<file path="src/rtl/mips_pkg.sv">
// rtl/mips_pkg.sv - shared constants and FSM encoding for the MIPS pipeline control blocks
package mips_pkg;

    localparam int REG_W = 5;

    localparam int DEF_STALL_CYCLES = 1;
    localparam int DEF_FLUSH_CYCLES = 2;

    typedef enum logic [1:0] {
        ST_RUN   = 2'd0,
        ST_STALL = 2'd1,
        ST_FLUSH = 2'd2
    } hz_state_t;

endpackage

</file>
<file path="src/rtl/sat_counter.sv">
// rtl/sat_counter.sv - saturating up-counter with synchronous active-high reset
module sat_counter #(
    parameter int W = 32
) (
    input  logic         clock,
    input  logic         reset,
    input  logic         inc,
    output logic [W-1:0] count
);

    always_ff @(posedge clock) begin
        if (reset) begin
            count <= '0;
        end else if (inc && (count != '1)) begin
            count <= count + W'(1);
        end
    end

endmodule

</file>
<file path="src/rtl/hazard_controller.sv">
// rtl/hazard_controller.sv - load-use stall and taken-branch flush sequencing for the 5-stage pipeline
module hazard_controller
    import mips_pkg::*;
#(
    parameter int STALL_CYCLES = DEF_STALL_CYCLES,
    parameter int FLUSH_CYCLES = DEF_FLUSH_CYCLES,
    parameter int CNT_W        = 32
) (
    input  logic             clock,
    input  logic             reset,
    input  logic             id_valid,
    input  logic [REG_W-1:0] id_rs,
    input  logic [REG_W-1:0] id_rt,
    input  logic             id_uses_rt,
    input  logic             ex_valid,
    input  logic             ex_mem_read,
    input  logic [REG_W-1:0] ex_rt,
    input  logic             ex_br_taken,
    output logic             d_h,
    output logic             c_h,
    output logic             if_id_write_en,
    output logic             if_id_flush,
    output logic             id_ex_flush,
    output logic [CNT_W-1:0] stall_count,
    output logic [CNT_W-1:0] redirect_count
);

    // cnt holds the number of window cycles still to run after the current one
    localparam int MAXC = (STALL_CYCLES > FLUSH_CYCLES) ? STALL_CYCLES : FLUSH_CYCLES;
    localparam int CW   = (MAXC > 2) ? $clog2(MAXC - 1) : 1;
    localparam logic [CW-1:0] STALL_RELOAD = (STALL_CYCLES > 1) ? CW'(STALL_CYCLES - 2) : '0;
    localparam logic [CW-1:0] FLUSH_RELOAD = (FLUSH_CYCLES > 1) ? CW'(FLUSH_CYCLES - 2) : '0;

    hz_state_t       state;
    logic [CW-1:0]   cnt;
    logic            hz;
    logic            br;

    assign hz = id_valid & ex_valid & ex_mem_read & (ex_rt != '0) &
                ((ex_rt == id_rs) | (id_uses_rt & (ex_rt == id_rt)));
    assign br = ex_valid & ex_br_taken;

    always_comb begin
        d_h            = 1'b0;
        c_h            = 1'b0;
        if_id_write_en = 1'b1;
        if_id_flush    = 1'b0;
        id_ex_flush    = 1'b0;
        if (!reset) begin
            if (br) begin
                c_h         = 1'b1;
                if_id_flush = 1'b1;
                id_ex_flush = 1'b1;
            end else begin
                case (state)
                    ST_FLUSH: begin
                        if_id_flush = 1'b1;
                        id_ex_flush = 1'b1;
                    end
                    ST_STALL: begin
                        d_h            = 1'b1;
                        if_id_write_en = 1'b0;
                        id_ex_flush    = 1'b1;
                    end
                    default: begin
                        if (hz) begin
                            d_h            = 1'b1;
                            if_id_write_en = 1'b0;
                            id_ex_flush    = 1'b1;
                        end
                    end
                endcase
            end
        end
    end

    always_ff @(posedge clock) begin
        if (reset) begin
            state <= ST_RUN;
            cnt   <= '0;
        end else if (br) begin
            if (FLUSH_CYCLES > 1) begin
                state <= ST_FLUSH;
                cnt   <= FLUSH_RELOAD;
            end else begin
                state <= ST_RUN;
            end
        end else begin
            case (state)
                ST_STALL, ST_FLUSH: begin
                    if (cnt == '0) begin
                        state <= ST_RUN;
                    end else begin
                        cnt <= cnt - CW'(1);
                    end
                end
                default: begin
                    if (hz && (STALL_CYCLES > 1)) begin
                        state <= ST_STALL;
                        cnt   <= STALL_RELOAD;
                    end
                end
            endcase
        end
    end

    sat_counter #(.W(CNT_W)) u_stall_cnt (
        .clock (clock),
        .reset (reset),
        .inc   (d_h),
        .count (stall_count)
    );

    sat_counter #(.W(CNT_W)) u_redirect_cnt (
        .clock (clock),
        .reset (reset),
        .inc   (c_h),
        .count (redirect_count)
    );

endmodule

</file>
<file path="config.mk">
export PLATFORM = sky130hd
export DESIGN_NAME = hazard_controller
export DESIGN_NICKNAME = d
export VERILOG_FILES = /design/src/rtl/mips_pkg.sv /design/src/rtl/sat_counter.sv /design/src/rtl/hazard_controller.sv
export SDC_FILE = /design/constraint.sdc
export NUM_CORES = 1
export LEC_CHECK = 0
export BUFFER_PORTS_ARGS = -buffer_cell sky130_fd_sc_hd__buf_2
export CORE_MARGIN = 2
export CORE_UTILIZATION = 50
export CTS_BUF_LIST = sky130_fd_sc_hd__clkbuf_8 sky130_fd_sc_hd__clkbuf_16
export CTS_CLUSTER_SIZE = 28
export DETAILED_ROUTE_END_ITERATION = 7
export PLACE_DENSITY_LB_ADDON = 0.08
export SYNTH_ARGS = -nofsm -noshare
export SYNTH_HDL_FRONTEND = slang
export SYNTH_SLANG_ARGS = --single-unit
</file>
<file path="constraint.sdc">
create_clock -name clock -period 5 [get_ports clock]
set_input_delay 1 -clock clock [delete_from_list [all_inputs] [get_ports clock]]
set_output_delay 1 -clock clock [all_outputs]
set_load 0.005 [all_outputs]
</file>
==> out/metrics.sh, run 1 <==
DETAIL_ROUTE.VIAS_PER_CELL=5.617
RSZ0062_AT_GRT='no'
HP-CLASS='reg -> reg'
WORST_SLEW_MARGIN_REL_PCT=53.44
GLOBAL_ROUTE_WIRE_LENGTH_BEFORE_REPAIR_MM=12.81
SYNTHESIS.AREA_MM2=0.003428
REG2REG_TO='u_stall_cnt.count[1]$_SDFFE_PP0P_'
LARGEST_BUFFER_COUNT_ON_ANY_CLOCK_PATH=2
POST_CTS.RESIZED_INSTANCES=0
CLOCK_TREE_FROM_TRITONCTS='yes'
PIN_COUNT=91
CLOCK.FMAX_MHz=297.1
SYNTH-SEQ-CELLS=65
HOLD_PATH.STARTPOINT='u_stall_cnt.count[4]$_SDFFE_PP0P_'
POST_SYNTH.CELL_AREA_AVG_UM2=8.382
POSTSYNTHCELLCOUNT=409
DRT_DRC_VIOLATIONS_LEFT=0
MAXCAPVIOLATIONS=0
TIMING.RR.START='u_stall_cnt.count[6]$_SDFFE_PP0P_'
CLOCK_LATENCY_REPORTED_FOR_THE_LATE_SIDE_OF_THE_WORST_SKEW_PAIR_PS=350
PERIOD_MINUS_SLACK_PS=3366
FINAL_UTIL_PCT=61.28
CRIT_ARRIVAL_PS=2370
OUTCOME='finished clean'
PLACEDINSTANCEAREA_MM2=0.003923
TIGHTESTPINTRANSITION_PS=695.2
CLOCK-ROOT-BUFFER='sky130_fd_sc_hd__clkbuf_8'
DETAILED_PLACE_HPWL_MM=5.534
MIN_TO='u_stall_cnt.count[4]$_SDFFE_PP0P_'
GRT_PASS1_VIAS=2929
HOLD-WORST-SLACK_PS=487.9
POSTLAYOUTSETUPSLACKWORST_PS=1634
FP.COREAREA_MM2=0.006719
PATH_CLK_SLEW_PS=70
AREAGROWTHSYNTHTOFINISH_PCT=20.11
YOSYSWARNINGCOUNT=0
HOLD_BUFFERS=0
GRT_OVERFLOW_TOTAL=0
GRT_UTIL_ALL_LAYERS_PCT=21.08
FP.DIEAREA_MM2=0.007535
GR-USAGE-MET1_PCT=26.24
POST_CTS_SETUP_BUFFERS=0
INITIAL_CORE_UTILIZATION_PCT=51.02
CRIT_PATH_TOP_DELAY_CELL='sky130_fd_sc_hd__o32ai_4'
YOSYSUNIQUECELLTYPES=48
PATH_COMMON_CELL='sky130_fd_sc_hd__buf_2'
CRITICAL_PATH.CELL_CHAIN='buf_2, xnor2_1, nand3_1, o32ai_4, a41o_2, a21oi_1, nor2_1, buf_2'
ROUTED_WL_MM=7.788
CP_SLOWEST_STAGE_DELAY_PS=450
HTREE_LEVELS=3
SYNTHARSTFLOPSHARE_PCT=0
SYNTH-MAIN-FF-CELL='sky130_fd_sc_hd__dfxtp_1'
PLACE.GP.CONGESTION=0.7648
ROUTEDWLPERCELL_UM=13.36
REQUIRED_PS=4000
POST-ROUTE-CELL-AREA_MM2=0.004118
SETUP_VIOL=0
POST-PLACE-WS_PS=1620
FP-ROW-COUNT=30
SETUP_TOTAL_NEG_SLACK_PS=0
MOSTFREQUENTLAYOUTCELL='sky130_fd_sc_hd__buf_2'
NUMBER_OF_ANTENNA_VIOLATIONS_AT_THE_FIRST_CHECK_IN_GLOBAL_ROUTING=0
LAYOUT_CELL_SHARE_WITH_DRIVE_STRENGTH_BEYOND_1_PCT=25.65
FLOORPLAN.DIE.HEIGHT_UM=86.81
FIN_SKEW_PS=8.417
ROUTED-VIA-COUNT=3275
CRITPATHCAPTURETYPE='primary output'
CTS-BUFFERS-INSERTED=9
MOST-COMMON-LAYOUT-CELLS='90 x sky130_fd_sc_hd__buf_2, 65 x sky130_fd_sc_hd__dfxtp_1, 56 x sky130_fd_sc_hd__nor2_1, 34 x sky130_fd_sc_hd__nand3_1, 25 x sky130_fd_sc_hd__a21oi_1'
HOLD-PATH-CELL-COUNT=2
GRT_START_MAX_NET_PINS=72
DRT-INITIAL-DRC-COUNT=100
VDD.IR_DROP.WORST_V=0.0001741
HOLD_VIOLATIONS=0
FF2FF_SETUP_SLACK_PS=2750
CLOCK_SINK_COUNT=65
DRT_FIRST_PASS_ITERS=4
PATH_DEPTH=8
PATH_DELAY_FAMILY='compound AO/OA/AOI/OAI gates'
WORSTPATHBUFFERINVERTERCOUNT=2
CRITPATHKIND='in -> out'
FINAL_NETS=522
POWER_DENSITY_mW_PER_MM2=245.6
GLOBAL_ROUTE.USAGE.MET3_PCT=4.667
MIN_PERIOD_OVER_PERIOD_PCT=67.32
POSTSYNTHNETCOUNT=433
TIMING.CRITICAL_PATH.FANOUT_MAX=7
ROUTE.ANTENNA.REMAINING_NETS=0
GROUTE.LAYER.MET2.USAGE_PCT=35.25
FINAL-MAX-SLEW-VIOLATION-COUNT=0
REG2REGPATHDEPTH=6
DIODE_INSERTION_COUNT_FOR_ANTENNA_REPAIR=0
PLACEMENT.IO_BUFFERS=90
STATIC-LEAKAGE-POWER_nW=1.727
DIE_W_UM=86.81
CRITICAL_PATH.STARTPOINT_TYPE='primary input'
TOP_USAGE_LAYER='met2'
NUMBER_OF_FLOPS_MAPPED_TO_ENABLE_CELLS_BY_YOSYS=0
SYNTH.YOSYS.SEQ_AREA_SHARE_PCT=37.96
## per-layer routing
layer	vias to the layer above	routed length, µm
li1	1649	-
met1	1527	3509
met2	90	3792
met3	9	381
met4	0	104
met5	-	0
## sequential cells by signal, indices dropped and copies added, names as in the netlist
name	count
state	1
u_redirect_cnt.count	32
u_stall_cnt.count	32
## cell families (layout without fill, tap and decap cells)
| kind of cell | count (synthesis) | in the layout | synth area share [%] |
|---|---|---|---|
| buffers and inverters | 21 | 115 | 2.737 |
| DFF | 65 | 65 | 37.96 |
| AOI/OAI and AO/OA | 58 | 58 | 11.24 |
| and+or+nand+nor | 214 | 214 | 33.87 |
| adders and majority gates | 2 | 2 | 0.7298 |
| xor gates and xnor gates | 35 | 35 | 8.941 |
| muxes | 14 | 14 | 4.526 |
## stage by stage
stage                power, W  std cells
floorplan           0.0005619        409
global placement    0.0005794        567
CTS                  0.001022        583
finish               0.001011        583
global route         0.001054        583
detailed placement  0.0005801        567
## cells in the mapped netlist (all sizes together), types with 2 or more instances
master	count	share of area, %
and3	12	2.2
and4	7	1.8
nor2b	12	2.2
nand4	24	4.4
xor2	22	5.6
and3b	2	0.51
dfxtp	65	38
mux2	12	3.9
buf	3	0.77
nand2b	2	0.36
and2	5	0.95
a21oi	25	3.6
o21ai	17	2.5
xnor2	13	3.3
nand2	24	2.6
nor4b	2	0.69
or4	3	0.66
or3	16	2.9
nand3	35	5.3
nor2	56	6.1
ha	2	0.73
nor3	7	1.2
a31o	3	0.77
nor4	2	0.99
o31ai	3	0.66
inv	8	0.88
a41o	2	0.62
clkbuf	10	1.1
nand3b	3	0.66
mux2i	2	0.58
## power breakdown
part | internal (W) | switching, W
logic | 0.0000196 | 0.0000282
registers | 0.000518 | 0.00000129
clock network | 0.000230 | 0.000214
## worst max path at each step
stage | start | to | slack (ps)
finish | ex_rt[0] | id_ex_flush | 1630
global placement | ex_rt[0] | id_ex_flush | 1660
floorplan | ex_rt[4] | id_ex_flush | 1950
detailed placement | ex_rt[0] | id_ex_flush | 1620
global route | ex_rt[0] | id_ex_flush | 1510
CTS | ex_rt[0] | id_ex_flush | 1620
## tightest hold or removal path: cells and delay by family, from the launching register on
kind           cells  cell delay (ps)
flip-flops         1              330
AO/OA/AOI/OAI      2              110
## area by class of cell
cell class | count | area [µm²]
fillers | 592 | 2601
multi-input cells | 323 | 2033
flip-flops and latches | 65 | 1301
repair buffers | 91 | 457.9
clock buffers | 9 | 123.9
well taps | 80 | 100.1
clock inverters | 7 | 71.32
inverters | 8 | 30.03
(Power assumes the default switching activity.)
==> inputs of run 2 (changes only) <==
==> constraint.sdc (replaced) <==
create_clock -name clock -period 3.4 [get_ports clock]
set_input_delay 0.68 -clock clock [delete_from_list [all_inputs] [get_ports clock]]
set_output_delay 0.68 -clock clock [all_outputs]
set_load 0.005 [all_outputs]
==> run 2 against run 1 <==
Register-to-register slack worse by 1600 ps. Sequential share of layout area down 0.27 points. Power up 56%. Critical path depth unchanged. Setup slack worse by 960 ps. First-iteration DRC count down 4.0%. Highest routed layer unchanged.
==> out/metrics.sh, run 2 (synthesis gave the netlist of run 1 again) <==
FINAL_NETS=523
CLOCK_LATENCY_REPORTED_FOR_THE_LATE_SIDE_OF_THE_WORST_SKEW_PAIR_PS=340
MIN_PERIOD_OVER_PERIOD_PCT=80.22
PLACE.GP.CONGESTION=0.7950
POWER.SHARE.SEQUENTIAL_PCT=48.6
P_CLK_SHARE_PCT=46.9
POST-LAYOUT-TOTAL-POWER_W=0.001574
GRT_UTIL_ALL_LAYERS_PCT=21.17
PLACEMENT.IO_BUFFERS=90
PERIOD_MINUS_SLACK_PS=2728
FP.DIEAREA_MM2=0.007535
HP-CLASS='reg -> reg'
CLOCK.FMAX_MHz=366.6
DRT_FIRST_PASS_ITERS=4
ROUTED-VIA-COUNT=3267
LAYOUT_CELL_SHARE_WITH_DRIVE_STRENGTH_BEYOND_1_PCT=25.20
CLOCK_SINK_COUNT=65
LARGEST_BUFFER_COUNT_ON_ANY_CLOCK_PATH=2
HOLD-WORST-SLACK_PS=506.0
CLOCK-ROOT-BUFFER='sky130_fd_sc_hd__clkbuf_8'
VDD.IR_DROP.WORST_V=0.0003287
MOST-COMMON-LAYOUT-CELLS='90 x sky130_fd_sc_hd__buf_2, 65 x sky130_fd_sc_hd__dfxtp_1, 56 x sky130_fd_sc_hd__nor2_1, 34 x sky130_fd_sc_hd__nand3_1, 25 x sky130_fd_sc_hd__a21oi_1'
DETAILED_PLACE_HPWL_MM=5.661
GLOBAL_ROUTE_WIRE_LENGTH_BEFORE_REPAIR_MM=12.93
REG2REG_TO='u_stall_cnt.count[26]$_SDFFE_PP0P_'
PATH_COMMON_CELL='sky130_fd_sc_hd__buf_2'
WORSTPATHBUFFERINVERTERCOUNT=2
CTS-BUFFERS-INSERTED=9
HOLD_VIOLATIONS=0
SETUP_TOTAL_NEG_SLACK_PS=0
CRIT_ARRIVAL_PS=2050
CLOCK_TREE_FROM_TRITONCTS='yes'
STATIC-LEAKAGE-POWER_nW=1.753
LARGEST_REGISTERS_IN_THE_FINAL_LAYOUT='u_redirect_cnt.count x32, u_stall_cnt.count x32, state x1'
DIE_W_UM=86.81
ROUTEDWLPERCELL_UM=13.48
CRITPATHKIND='in -> out'
CRITPATHCAPTURETYPE='primary output'
HOLD_BUFFERS=0
POST_CTS.RESIZED_INSTANCES=0
DETAIL_ROUTE.VIAS_PER_CELL=5.594
CRITICAL_PATH.CELL_CHAIN='buf_2, xnor2_1, nand3_1, o32ai_4, a41o_2, a21oi_1, nor2_1, buf_2'
FP.COREAREA_MM2=0.006719
WORST_SLEW_MARGIN_REL_PCT=54.93
REQUIRED_PS=2720
FP-ROW-COUNT=30
GRT_PASS1_VIAS=2929
SWITCHING_POWER_W=0.0003369
NUMBER_OF_ANTENNA_VIOLATIONS_AT_THE_FIRST_CHECK_IN_GLOBAL_ROUTING=0
DIODE_INSERTION_COUNT_FOR_ANTENNA_REPAIR=0
POWER_REPORT.INTERNAL_TOTAL_W=0.001237
AREAGROWTHSYNTHTOFINISH_PCT=21.13
TIMING.CRITICAL_PATH.FANOUT_MAX=7
HTREE_LEVELS=3
MIN_TO='u_stall_cnt.count[16]$_SDFFE_PP0P_'
FINAL_UTIL_PCT=61.81
TIMING.RR.START='u_stall_cnt.count[14]$_SDFFE_PP0P_'
FF2FF_SETUP_SLACK_PS=1160
CRITICAL_PATH.STARTPOINT_TYPE='primary input'
CRIT_PATH_TOP_DELAY_CELL='sky130_fd_sc_hd__o32ai_4'
PATH_DELAY_FAMILY='compound AO/OA/AOI/OAI gates'
HOLD-PATH-CELL-COUNT=2
MOSTFREQUENTLAYOUTCELL='sky130_fd_sc_hd__buf_2'
PATH_CLK_SLEW_PS=70
GRT_OVERFLOW_TOTAL=0
TIGHTESTPINTRANSITION_PS=672.8
LAYOUT_CELLS_EXCL_FILL=584
INITIAL_CORE_UTILIZATION_PCT=51.02
POWER_DENSITY_mW_PER_MM2=379.0
OUTCOME='finished clean'
PIN_COUNT=91
CP_SLOWEST_STAGE_DELAY_PS=440
FIN_SKEW_PS=9.200
POWER.COMBINATIONAL.FRACTION_PCT=4.5
RSZ0062_AT_GRT='no'
POST_CTS_SETUP_BUFFERS=0
FLOORPLAN.DIE.HEIGHT_UM=86.81
ROUTE.ANTENNA.REMAINING_NETS=0
POWER_SWITCHING_SHARE_PCT=21.40
ROUTED_WL_MM=7.872
DRT_DRC_VIOLATIONS_LEFT=0
FINAL-MAX-SLEW-VIOLATION-COUNT=0
PLACEDCELLCOUNT=568
HOLD_PATH.STARTPOINT='u_stall_cnt.count[16]$_SDFFE_PP0P_'
GRT_START_MAX_NET_PINS=55
SETUP_VIOL=0
REG2REGPATHDEPTH=6
DRT-INITIAL-DRC-COUNT=96
MAXCAPVIOLATIONS=0
==> run 2: cell count changes in the layout (fill, tap and decap cells not counted), sizes merged <==
| cell | delta |
|---|---|
| clkinv | -6 |
| buf | +1 |
| clkbuf | +2 |
| inv | +3 |
| bufinv | +1 |
==> run 2: worst max-delay path by stage <==
stage	start	to	slack, ps	cells past startpoint
2_1_floorplan	ex_rt[4]	id_ex_flush	990	6
6_report	ex_rt[2]	id_ex_flush	670	8
3_3_place_gp	ex_rt[4]	id_ex_flush	700	8
4_1_cts	ex_rt[4]	id_ex_flush	660	8
3_5_place_dp	ex_rt[4]	id_ex_flush	660	8
5_1_grt	ex_rt[4]	id_ex_flush	510	8
==> run 2: worst min-delay path: stages, from the launching register on <==
cell and delay, ps:
sky130_fd_sc_hd__dfxtp_1 340, sky130_fd_sc_hd__o31ai_1 70, sky130_fd_sc_hd__a21oi_1 60
==> run 2: area by class of cell <==
type,instances,area (µm²)
Inverter,8,30.03
Sequential cell,65,1301
Clock inverter,5,71.32
Tap cell,80,100.1
Fill cell,609,2566
Multi-Input combinational cell,323,2033
Clock buffer,11,151.4
Timing Repair Buffer,92,465.4
==> run 2: routing by layer <==
metal,wire length (µm),part of all wire [%],track usage (%),up-vias
met5,0,0,0,-
met3,317,4.0,5.143,12
met4,114,1.4,8.381,0
met1,3586,46,26.12,1545
li1,-,-,-,1650
met2,3853,49,35.39,60
==> run 2: per-stage QoR <==
step | instance area (µm²) | worst slack, ps
floorplan | 3428 | 991.1
global placement | 3930 | 702.8
detailed placement | 3930 | 659.9
CTS | 4153 | 657.7
global route | 4153 | 515.0
finish | 4153 | 672.4
==> run 2: power groups by stage <==
stage | clock (W) | combinational (W) | sequential (W)
after CTS | 0.000750 | 0.0000715 | 0.000765
after detailed placement | 0 | 0.0000716 | 0.000782
after floorplan | 0 | 0.0000444 | 0.000782
after global routing | 0.000787 | 0.0000795 | 0.000765
final | 0.000738 | 0.0000709 | 0.000765
after global placement | 0 | 0.0000699 | 0.000782
